`src/rtl/conv_enc_frame_ctrl.sv`:
```
// -----------------------------------------------------------------------------
// conv_enc_frame_ctrl
//
// Sequences one PPDU DATA field into a serial convolutional encoder:
//   CLEAR   - one-cycle encoder shift-register clear
//   SERVICE - SVC_BITS zero bits
//   DATA    - 8*Length payload bits taken from the scrambler (valid/ready)
//   TAIL    - TAIL_BITS zero bits to flush the encoder
//   PAD     - zero bits until the frame fills a whole OFDM symbol of NDbps bits
//   DONE    - one-cycle completion pulse, symbol count published on NSym
//
// Ports
//   Clock      in   rising-edge clock
//   Reset      in   synchronous, active-low reset
//   Start      in   frame request, only looked at while idle
//   Length     in   payload length in bytes, latched on an accepted Start
//   NDbps      in   data bits per OFDM symbol, latched on an accepted Start
//   DataIn     in   payload bit from the scrambler
//   DataValid  in   DataIn is valid
//   DataReady  out  payload bit is accepted this cycle (high throughout DATA)
//   EncIn      out  bit to the encoder (registered)
//   EncEn      out  encoder clock enable, EncIn is a real bit (registered)
//   EncClear   out  encoder shift-register clear, high during CLEAR
//   Busy       out  frame in progress (accepted Start until Done)
//   Done       out  one-cycle pulse after the last emitted bit
//   Error      out  one-cycle pulse when a Start is rejected (Length or NDbps 0)
//   NSym       out  number of OFDM symbols of the last completed frame
// -----------------------------------------------------------------------------
module conv_enc_frame_ctrl #(
  parameter int LEN_W     = 12,
  parameter int NDBPS_W   = 9,
  parameter int SVC_BITS  = 16,
  parameter int TAIL_BITS = 6
) (
  input  logic               Clock,
  input  logic               Reset,
  input  logic               Start,
  input  logic [LEN_W-1:0]   Length,
  input  logic [NDBPS_W-1:0] NDbps,
  input  logic               DataIn,
  input  logic               DataValid,
  output logic               DataReady,
  output logic               EncIn,
  output logic               EncEn,
  output logic               EncClear,
  output logic               Busy,
  output logic               Done,
  output logic               Error,
  output logic [15:0]        NSym
);

  // Payload bit counter must hold 8*Length.
  localparam int CNT_W = LEN_W + 3;

  localparam logic [7:0]         SVC_LAST  = 8'(SVC_BITS - 1);
  localparam logic [7:0]         TAIL_LAST = 8'(TAIL_BITS - 1);
  localparam logic [NDBPS_W-1:0] NDBPS_ONE = NDBPS_W'(1);
  localparam logic [NDBPS_W-1:0] NDBPS_ZERO = NDBPS_W'(0);
  localparam logic [CNT_W-1:0]   CNT_ONE   = CNT_W'(1);
  localparam logic [LEN_W-1:0]   LEN_ZERO  = LEN_W'(0);

  typedef enum logic [2:0] {
    S_IDLE    = 3'd0,
    S_CLEAR   = 3'd1,
    S_SERVICE = 3'd2,
    S_DATA    = 3'd3,
    S_TAIL    = 3'd4,
    S_PAD     = 3'd5,
    S_DONE    = 3'd6
  } state_t;

  state_t               state_r;
  state_t               state_nxt_s;

  logic [LEN_W-1:0]     len_r;
  logic [NDBPS_W-1:0]   ndbps_r;
  logic [NDBPS_W-1:0]   bit_cnt_r;      // position inside the current symbol
  logic [15:0]          sym_cnt_r;      // completed symbols so far
  logic [7:0]           phase_cnt_r;    // bit index inside SERVICE / TAIL
  logic [CNT_W-1:0]     data_cnt_r;     // payload bits transferred
  logic                 enc_in_r;
  logic                 enc_en_r;
  logic                 error_r;
  logic [15:0]          nsym_r;

  logic                 start_ok_s;
  logic                 emit_s;
  logic                 emit_bit_s;
  logic                 bit_wrap_s;
  logic [NDBPS_W-1:0]   bit_cnt_nxt_s;
  logic [15:0]          sym_cnt_nxt_s;
  logic                 data_last_s;
  logic                 svc_last_s;
  logic                 tail_last_s;

  // Datapath decode: acceptance, bit emission and symbol counter arithmetic.
  always_comb begin
    start_ok_s  = Start && (Length != LEN_ZERO) && (NDbps != NDBPS_ZERO);
    // A bit is produced on every SERVICE/TAIL/PAD cycle and on each DATA transfer.
    emit_s      = (state_r == S_SERVICE) || (state_r == S_TAIL) ||
                  (state_r == S_PAD) || ((state_r == S_DATA) && DataValid);
    emit_bit_s  = (state_r == S_DATA) ? DataIn : 1'b0;
    bit_wrap_s  = emit_s && (bit_cnt_r == (ndbps_r - NDBPS_ONE));
    if (!emit_s) begin
      bit_cnt_nxt_s = bit_cnt_r;
    end else if (bit_wrap_s) begin
      bit_cnt_nxt_s = NDBPS_ZERO;
    end else begin
      bit_cnt_nxt_s = bit_cnt_r + NDBPS_ONE;
    end
    sym_cnt_nxt_s = sym_cnt_r + {15'd0, bit_wrap_s};
    data_last_s   = (data_cnt_r == ({len_r, 3'b000} - CNT_ONE));
    svc_last_s    = (phase_cnt_r == SVC_LAST);
    tail_last_s   = (phase_cnt_r == TAIL_LAST);
  end

  // FSM state register.
  always_ff @(posedge Clock) begin
    if (!Reset) begin
      state_r <= S_IDLE;
    end else begin
      state_r <= state_nxt_s;
    end
  end

  // FSM next-state logic.
  always_comb begin
    state_nxt_s = state_r;
    case (state_r)
      S_IDLE: begin
        if (start_ok_s) begin
          state_nxt_s = S_CLEAR;
        end else begin
          state_nxt_s = S_IDLE;
        end
      end
      S_CLEAR: begin
        state_nxt_s = S_SERVICE;
      end
      S_SERVICE: begin
        if (svc_last_s) begin
          state_nxt_s = S_DATA;
        end else begin
          state_nxt_s = S_SERVICE;
        end
      end
      S_DATA: begin
        if (DataValid && data_last_s) begin
          state_nxt_s = S_TAIL;
        end else begin
          state_nxt_s = S_DATA;
        end
      end
      S_TAIL: begin
        // PAD is skipped when the tail lands exactly on a symbol boundary.
        if (!tail_last_s) begin
          state_nxt_s = S_TAIL;
        end else if (bit_cnt_nxt_s == NDBPS_ZERO) begin
          state_nxt_s = S_DONE;
        end else begin
          state_nxt_s = S_PAD;
        end
      end
      S_PAD: begin
        if (bit_cnt_nxt_s == NDBPS_ZERO) begin
          state_nxt_s = S_DONE;
        end else begin
          state_nxt_s = S_PAD;
        end
      end
      S_DONE: begin
        state_nxt_s = S_IDLE;
      end
      default: begin
        state_nxt_s = S_IDLE;
      end
    endcase
  end

  // FSM outputs decoded from the state register.
  always_comb begin
    DataReady = (state_r == S_DATA);
    EncClear  = (state_r == S_CLEAR);
    Busy      = (state_r != S_IDLE) && (state_r != S_DONE);
    Done      = (state_r == S_DONE);
  end

  // Frame parameters, counters and registered encoder-side outputs.
  always_ff @(posedge Clock) begin
    if (!Reset) begin
      len_r       <= LEN_ZERO;
      ndbps_r     <= NDBPS_ZERO;
      bit_cnt_r   <= NDBPS_ZERO;
      sym_cnt_r   <= 16'd0;
      phase_cnt_r <= 8'd0;
      data_cnt_r  <= {CNT_W{1'b0}};
      enc_in_r    <= 1'b0;
      enc_en_r    <= 1'b0;
      error_r     <= 1'b0;
      nsym_r      <= 16'd0;
    end else begin
      if ((state_r == S_IDLE) && start_ok_s) begin
        len_r   <= Length;
        ndbps_r <= NDbps;
      end
      if (state_r == S_CLEAR) begin
        bit_cnt_r   <= NDBPS_ZERO;
        sym_cnt_r   <= 16'd0;
        phase_cnt_r <= 8'd0;
        data_cnt_r  <= {CNT_W{1'b0}};
      end else begin
        bit_cnt_r <= bit_cnt_nxt_s;
        sym_cnt_r <= sym_cnt_nxt_s;
        // Phase counter restarts on every state change so TAIL starts at 0.
        if (state_nxt_s != state_r) begin
          phase_cnt_r <= 8'd0;
        end else if ((state_r == S_SERVICE) || (state_r == S_TAIL)) begin
          phase_cnt_r <= phase_cnt_r + 8'd1;
        end
        if ((state_r == S_DATA) && DataValid) begin
          data_cnt_r <= data_cnt_r + CNT_ONE;
        end
      end
      enc_en_r <= emit_s;
      enc_in_r <= emit_s & emit_bit_s;
      error_r  <= (state_r == S_IDLE) && Start && !start_ok_s;
      // The last emitted bit always closes a symbol, so this is the final count.
      if (state_nxt_s == S_DONE) begin
        nsym_r <= sym_cnt_nxt_s;
      end
    end
  end

  assign EncIn = enc_in_r;
  assign EncEn = enc_en_r;
  assign Error = error_r;
  assign NSym  = nsym_r;

endmodule

```
`config.mk`:
```
export PLATFORM = sky130hd
export DESIGN_NAME = conv_enc_frame_ctrl
export DESIGN_NICKNAME = d
export VERILOG_FILES = /design/src/rtl/conv_enc_frame_ctrl.sv
export SDC_FILE = /design/constraint.sdc
export NUM_CORES = 1
export LEC_CHECK = 0
export ABC_AREA = 1
export CORE_AREA = 4 4 101 103
export DETAILED_ROUTE_END_ITERATION = 7
export DIE_AREA = 0 0 105 107
export HOLD_SLACK_MARGIN = 0.06
export PLACE_DENSITY = 0.72
export SYNTH_ARGS = -nofsm -noshare
export SYNTH_HDL_FRONTEND = slang
export SYNTH_SLANG_ARGS = --single-unit
```
`constraint.sdc`:
```
create_clock -name Clock -period 3.4 [get_ports Clock]
set_input_delay 1.02 -clock Clock [delete_from_list [all_inputs] [get_ports Clock]]
set_output_delay 1.02 -clock Clock [all_outputs]
set_load 0.01 [all_outputs]
```
## After elaboration in Yosys (flattened, before gate mapping)

Index checks and enable logic that the tools add are counted.

- Add/subtract/negate cells: 6
- $mul: 0
- Div/mod/pow operators: 0
- Magnitude comparators: 0
- Equal/unequal tests: 13
- Shift operators: 0
- Mux-type cells: 9
- Bitwise gates (word level): 2
- Reduce and logical (&&, ||, !) cells: 20

Operators with widths:

| cell | number |
|---|---|
| 9-bit two-way mux | 2 |
| 3-bit case mux with 6 select lines | 1 |
| 16-bit by 1-bit adder with 16-bit output | 1 |
| 15-bit by 1-bit adder with 15-bit output, second input constant | 1 |
| 15-bit == test | 1 |
| 15-bit by 1-bit subtractor with 15-bit output, second input constant | 1 |
| 3-bit == test, second input constant | 4 |
| 12-bit nonzero test | 1 |
| 9-bit by 1-bit adder with 9-bit output, second input constant | 1 |
| 9-bit == test | 1 |
| 1-bit logical AND | 9 |
| 9-bit logical NOT | 1 |
| 9-bit nonzero test | 1 |
| 9-bit by 1-bit subtractor with 9-bit output, second input constant | 1 |
| 8-bit by 1-bit adder with 8-bit output, second input constant | 1 |
| 8-bit by 3-bit == test with 1-bit output, second input constant | 1 |
| 8-bit by 4-bit == test with 1-bit output, second input constant | 1 |
| 3-bit by 2-bit == test with 1-bit output, second input constant | 2 |
| 2-bit two-way mux | 2 |
| 3-bit by 1-bit == test with 1-bit output, second input constant | 1 |
| 3-bit logical NOT | 1 |
| 1-bit logical OR | 3 |
| 1-bit two-way mux | 3 |
| 3-bit two-way mux | 1 |
| 8 further kinds | 8 |

- Register bits after elaboration: 91
- Bits in latches: 0
- Memory bits (writable): 0
- Memory bits (read-only): 0
- Logic and storage cells: 61
- Memories: 0

## Longest topological paths before layout

- Depth after elaboration: 13
- Mapped depth: 21
- Mapped depth without buffers: 21

## Worst setup path before layout

OpenSTA, ideal clock, no wires.

- Kind: input to register
- From: input DataValid
- To: register nsym_r[12] (netlist: NSym[12])
- Library setup time: 0.070 ns
- Arrival: 3.347 ns
- Data required time: 3.330 ns
- Setup slack: -0.016 ns
- Stages on the path: 17
- Path buffers: 0
- Path through: nand4_2 > nand3_2 > nand2_1 > inv_1 > nand4_1 > nor2_4 > ha_1 > ha_1 > nand3_1 > nor3b_1 > nand2_1 > nor3_1 > nand3_1 > xnor2_1 > inv_1 > or2_0 > a21oi_1

- Cells in the longest elaborated chain, start to end: 10
- Elaborated cells between the ends (all ways): 13
- Classes of those cells: add/sub: 1; eq/ne: 1; mux: 6; reduce/logical: 5

Ends and longest elaborated chain:

| element | line | RTL |
|---|---|---|
| start: declaration | 41 | `input logic DataValid,` |
| 1-bit logical AND | 101 | `(state_r == S_PAD) \|\| ((state_r == S_DATA) && DataValid);` |
| 1-bit logical OR | 101 |  |
| 1-bit logical AND | 103 | `bit_wrap_s = emit_s && (bit_cnt_r == (ndbps_r - NDBPS_ONE));` |
| 9-bit two-way mux | 106 | `end else if (bit_wrap_s) begin` |
| 9-bit two-way mux | 104 | `if (!emit_s) begin` |
| 9-bit logical NOT | 158, 165 |  |
| 2-bit two-way mux | 158, 165 |  |
| 2-bit two-way mux | 156 | `if (!tail_last_s) begin` |
| 3-bit case mux with 6 select lines | 129 | `case (state_r)` |
| 3-bit == test | 228 | `if (state_nxt_s == S_DONE) begin` |
| end signal: assignment | 229 | `nsym_r <= sym_cnt_nxt_s;` |
| end: declaration | 84 | `logic [15:0] nsym_r;` |

Several ways; a longest one is shown, not always the timed one.
A chain may end at the register's enable or synchronous reset.

## Worst setup path in the final report

- From: register ndbps_r[0]
- To: register sym_cnt_r[14]

- Cells in the longest elaborated chain, start to end: 4

Ends and longest elaborated chain:

| element | line | RTL |
|---|---|---|
| start: declaration | 76 | `logic [NDBPS_W-1:0] ndbps_r;` |
| start signal: assignment | 204 | `ndbps_r <= NDbps;` |
| 9-bit by 1-bit subtractor with 9-bit output | 103 |  |
| 9-bit == test | 103 |  |
| 1-bit logical AND | 103 |  |
| 16-bit by 1-bit adder with 16-bit output | 111 | `sym_cnt_nxt_s = sym_cnt_r + {15'd0, bit_wrap_s};` |
| end signal: assignment | 213 | `sym_cnt_r <= sym_cnt_nxt_s;` |
| end: declaration | 78 | `logic [15:0] sym_cnt_r;` |

Every way passes these cells.

==> run_results.csv <==
group,metric,value,unit
sta,fmax,0.322,GHz
drt,drt_first_iter_violations,154,
logic_synthesis,yosysUniqueCellTypes,36,
sta,hold_violations,0,
drt,ant_nets,0,
drt,routed.top_layer,"met4",
sta,finalCritPeriodShare,91.5,%
setup_path,worstSetupPathType,"reg -> reg",
clocking,cts-root-buf,"clkbuf_8",
setup_path,cpMaxStageDelayCell,"dfxtp_2",
logic_synthesis,synthCells,673,
sta,min_period,3.11,ns
sta,setup-violations-final,0,
logic_synthesis,synth-edff-count,0,
drt,met2WireLength,5.08,mm
place,hpwlAfterDp,8.01,mm
place,dpl_cell_area,5330,um2
clocking,cts_buffers,9,
layout,final_layout_size_suffix_gt1_share,7.18,%
setup_path,cp_top_family,"simple AND/OR/NAND/NOR gates",
clocking,cts.sinks,91,
sta,tightest_slew,0.405,ns
status,status,"complete, no violations",
drt,num_vias,4357,
sta,fin_skew,0.0104,ns
global_route,antenna_found_initial,0,
floorplanning,die-area,11200,um2
logic_synthesis,synth_top_area_share,39.2,%
layout,stdcell_area,5560,um2
logic_synthesis,synth_area_per_cell,6.90,um2
floorplanning,die_w,105,um
clocking,htreeDepth,3,
logic_synthesis,synth_area_leader_cell,"dfxtp_1",
drt,routedWlPerCell,12.7,um
drt,routed_wl,10.8,mm
sta,slew_violations,0,
sta,slew_headroom,72.7,%
power,power_frac_seq,49.2,%
power,peakVddDrop,0.222,mV
logic_synthesis,synth_common_cells,"nand2_1 (117), inv_1 (102), dfxtp_1 (91), nor2_1 (90), a21oi_1 (57)",
setup_path,worstPathMaxFanout,3,
global_route,overflow,0,
floorplanning,initial_core_util,50.5,%
drt,viasPerCell,5.13,
setup_path,startpoint_type,"register",
logic_synthesis,ys_seq_area_share,39.2,%
power,switching_share,29.6,%
power,powerDensity,414,nW/um2
global_route,grt_pass1_wl,18.6,mm
logic_synthesis,synthFlopType,"dfxtp_1",
layout,nets,767,
drt,dr_wl_met3,591,um
place,port_buffers,48,
global_route,grt_pass1_vias,4213,
logic_synthesis,netlist_area,4640,um2
logic_synthesis,synth_most_common_cell,"nand2_1",
floorplanning,num_rows,35,
layout,finalNonFillerCells,849,
setup_path,cp_num_buf_inv,3,
power,p_int,1.62,mW
floorplanning,die_h,107,um
power,p_switching,0.681,mW
clocking,cts_tree,"built",
layout,syn_to_final_growth,19.7,%
setup_path,slowest_delay,0.36,ns
logic_synthesis,async_flop_share,0,%
clocking,holdBufCountCts,0,
clocking,worstSkewPairLatency,0.37,ns
clocking,clockBufferDepth,2,
power,clkPwrFrac,33.3,%
power,leakage,2.24,nW
job,max_cap_violations,0,
place,dp.cells,832,
global_route,grt_max_degree,38,
layout,diodes,0,
hold_path,hold_path_class,"reg -> reg",
floorplanning,coreArea,9200,um2
logic_synthesis,ys_warn_count,0,
drt,route.detailed.drc,0,
drt,wl_met1,4.94,mm
floorplanning,pin_count,49,
logic_synthesis,synthTopCellsByArea,"dfxtp_1 (39%), nand2_1 (9.5%), inv_1 (8.2%), nor2_1 (7.3%), a21oi_1 (6.1%)",
drt,firstDrtPassIters,4,
global_route,grt_util_all_layers,19.9,%
place,finalWeightedCongestion,0.910,
setup_path,end_kind,"register",
setup_path,cp_data_required_time,3.71,ns
clocking,clk_pin_slew,0.09,ns
setup_path,path_cells,"inv_1, ha_2, xor2_1, nand2_1, nor2_2, nand4_1, nor2_4, ha_1, ha_2, nand3_2, nor3b_2, nand2_1, nor3_1, nand3_1, nor2_1, xor2_1, buf_4, inv_1, nor2_1",
logic_synthesis,synth-seq-cells,91,
power,p_comb_share,17.5,%
logic_synthesis,syn-num-nets,707,
setup_path,crit_arrival,3.42,ns
-- routing by layer --
metal	GRT usage, %	vias to the layer above
li1	-	2264
met1	24.9	1978
met2	33.5	100
met3	4.21	15
met4	7.97	0
met5	0	-
-- cells in the final DEF (no fill, tap or decap), types with 3 or more instances in the layout --
cell type	synthesis	final
nand2_1	117	117
inv_1	102	102
dfxtp_1	91	90
nor2_1	90	88
a21oi_1	57	57
clkdlybuf4s50_1	0	47
o21ai_0	48	46
nand3_1	37	36
xor2_1	31	31
nor3_1	18	18
buf_4	0	17
xnor2_1	13	13
nand4_1	13	13
clkbuf_8	0	10
nor4_1	8	8
ha_1	8	6
o21ai_1	1	3
nor2_2	1	3
or2_0	3	3
-- cell type report --
type	instances	area (um2)
multi-input combinational	461	2380
timing repair buffer	66	623
clock buffer	10	138
sequential	91	1820
inverter	104	390
tap	111	139
fill	895	3640
clock inverter	6	70.1
-- flip-flops by register name (all words and copies together), names as in the netlist --
name,count
EncIn,1
bit_cnt_r,9
NSym,16
state_r,3
ndbps_r,9
phase_cnt_r,8
len_r,12
EncEn,1
data_cnt_r,15
sym_cnt_r,16
Error,1
-- logic make-up (layout without fill, tap and decap cells) --
| kind of cell | count (synthesis) | after routing | share of synthesized area (%) |
|---|---|---|---|
| flip-flops | 91 | 91 | 39.2 |
| buffers and inverters | 121 | 186 | 10.1 |
| XOR/XNOR | 44 | 44 | 8.30 |
| adder cells (fa/ha/maj) | 8 | 8 | 2.16 |
| AND/OR/NAND/NOR | 299 | 299 | 28.2 |
| AO/OA/AOI/OAI | 110 | 110 | 12.1 |
-- path summary, 6_finish.rpt --
path	from	end	slack [ns]	depth (start not counted)
worst max-delay path	ndbps_r[0]$_SDFFE_PN0P_	sym_cnt_r[14]$_SDFF_PP0_	0.29	19
worst min-delay path	NSym[4]$_SDFFE_PN0N_	NSym[4]$_SDFFE_PN0N_	0.45	2
worst max register to register	ndbps_r[0]$_SDFFE_PN0P_	sym_cnt_r[14]$_SDFF_PP0_	0.29	19
worst min register to register	NSym[4]$_SDFFE_PN0N_	NSym[4]$_SDFFE_PN0N_	0.45	2
-- power groups by stage --
stage          combinational [mW]  sequential, mW  clock (mW)
3_3_place_gp                0.389            1.15           0
5_1_grt                     0.467            1.14       0.827
4_1_cts                     0.401            1.13       0.792
2_1_floorplan               0.284            1.15           0
6_report                    0.403            1.13       0.766
3_5_place_dp                0.397            1.15           0
-- worst reg2reg max path, cell delays in order, from the launching register on --
cell,delay [ns]
dfxtp_2,0.36
inv_1,0.07
ha_2,0.32
xor2_1,0.13
nand2_1,0.08
nor2_2,0.16
nand4_1,0.16
nor2_4,0.13
ha_1,0.18
ha_2,0.19
nand3_2,0.09
nor3b_2,0.20
nand2_1,0.09
nor3_1,0.16
nand3_1,0.15
nor2_1,0.14
xor2_1,0.21
buf_4,0.14
inv_1,0.03
nor2_1,0.07
-- per-stage QoR --
| stage | worst slack (ns) | utilization [%] | hold WS [ns] | setup TNS [ns] | total power [mW] |
|---|---|---|---|---|---|
| final | 0.291 | 60.4 | 0.451 | 0 | 2.30 |
| after global routing | -0.00939 | 60.4 | 0.484 | -0.00939 | 2.43 |
| after CTS | 0.0851 | 60.2 | 0.458 | 0 | 2.32 |
| after detailed placement | -0.514 | 58.0 | 0.437 | -3.68 | 1.55 |
| after global placement | -0.383 | 58.0 | 0.435 | -2.32 | 1.54 |
| after floorplan | 0.0913 | - | 0.447 | 0 | 1.43 |
-- what timing repair did --
item                                    in CTS  in global routing
setup buffers                                0                  1
gates resized for setup                      1                 11
endpoints found under the setup margin       4                  5
pin swaps                                    4                  4
Note: power is estimated with default switching activity, not from simulation.
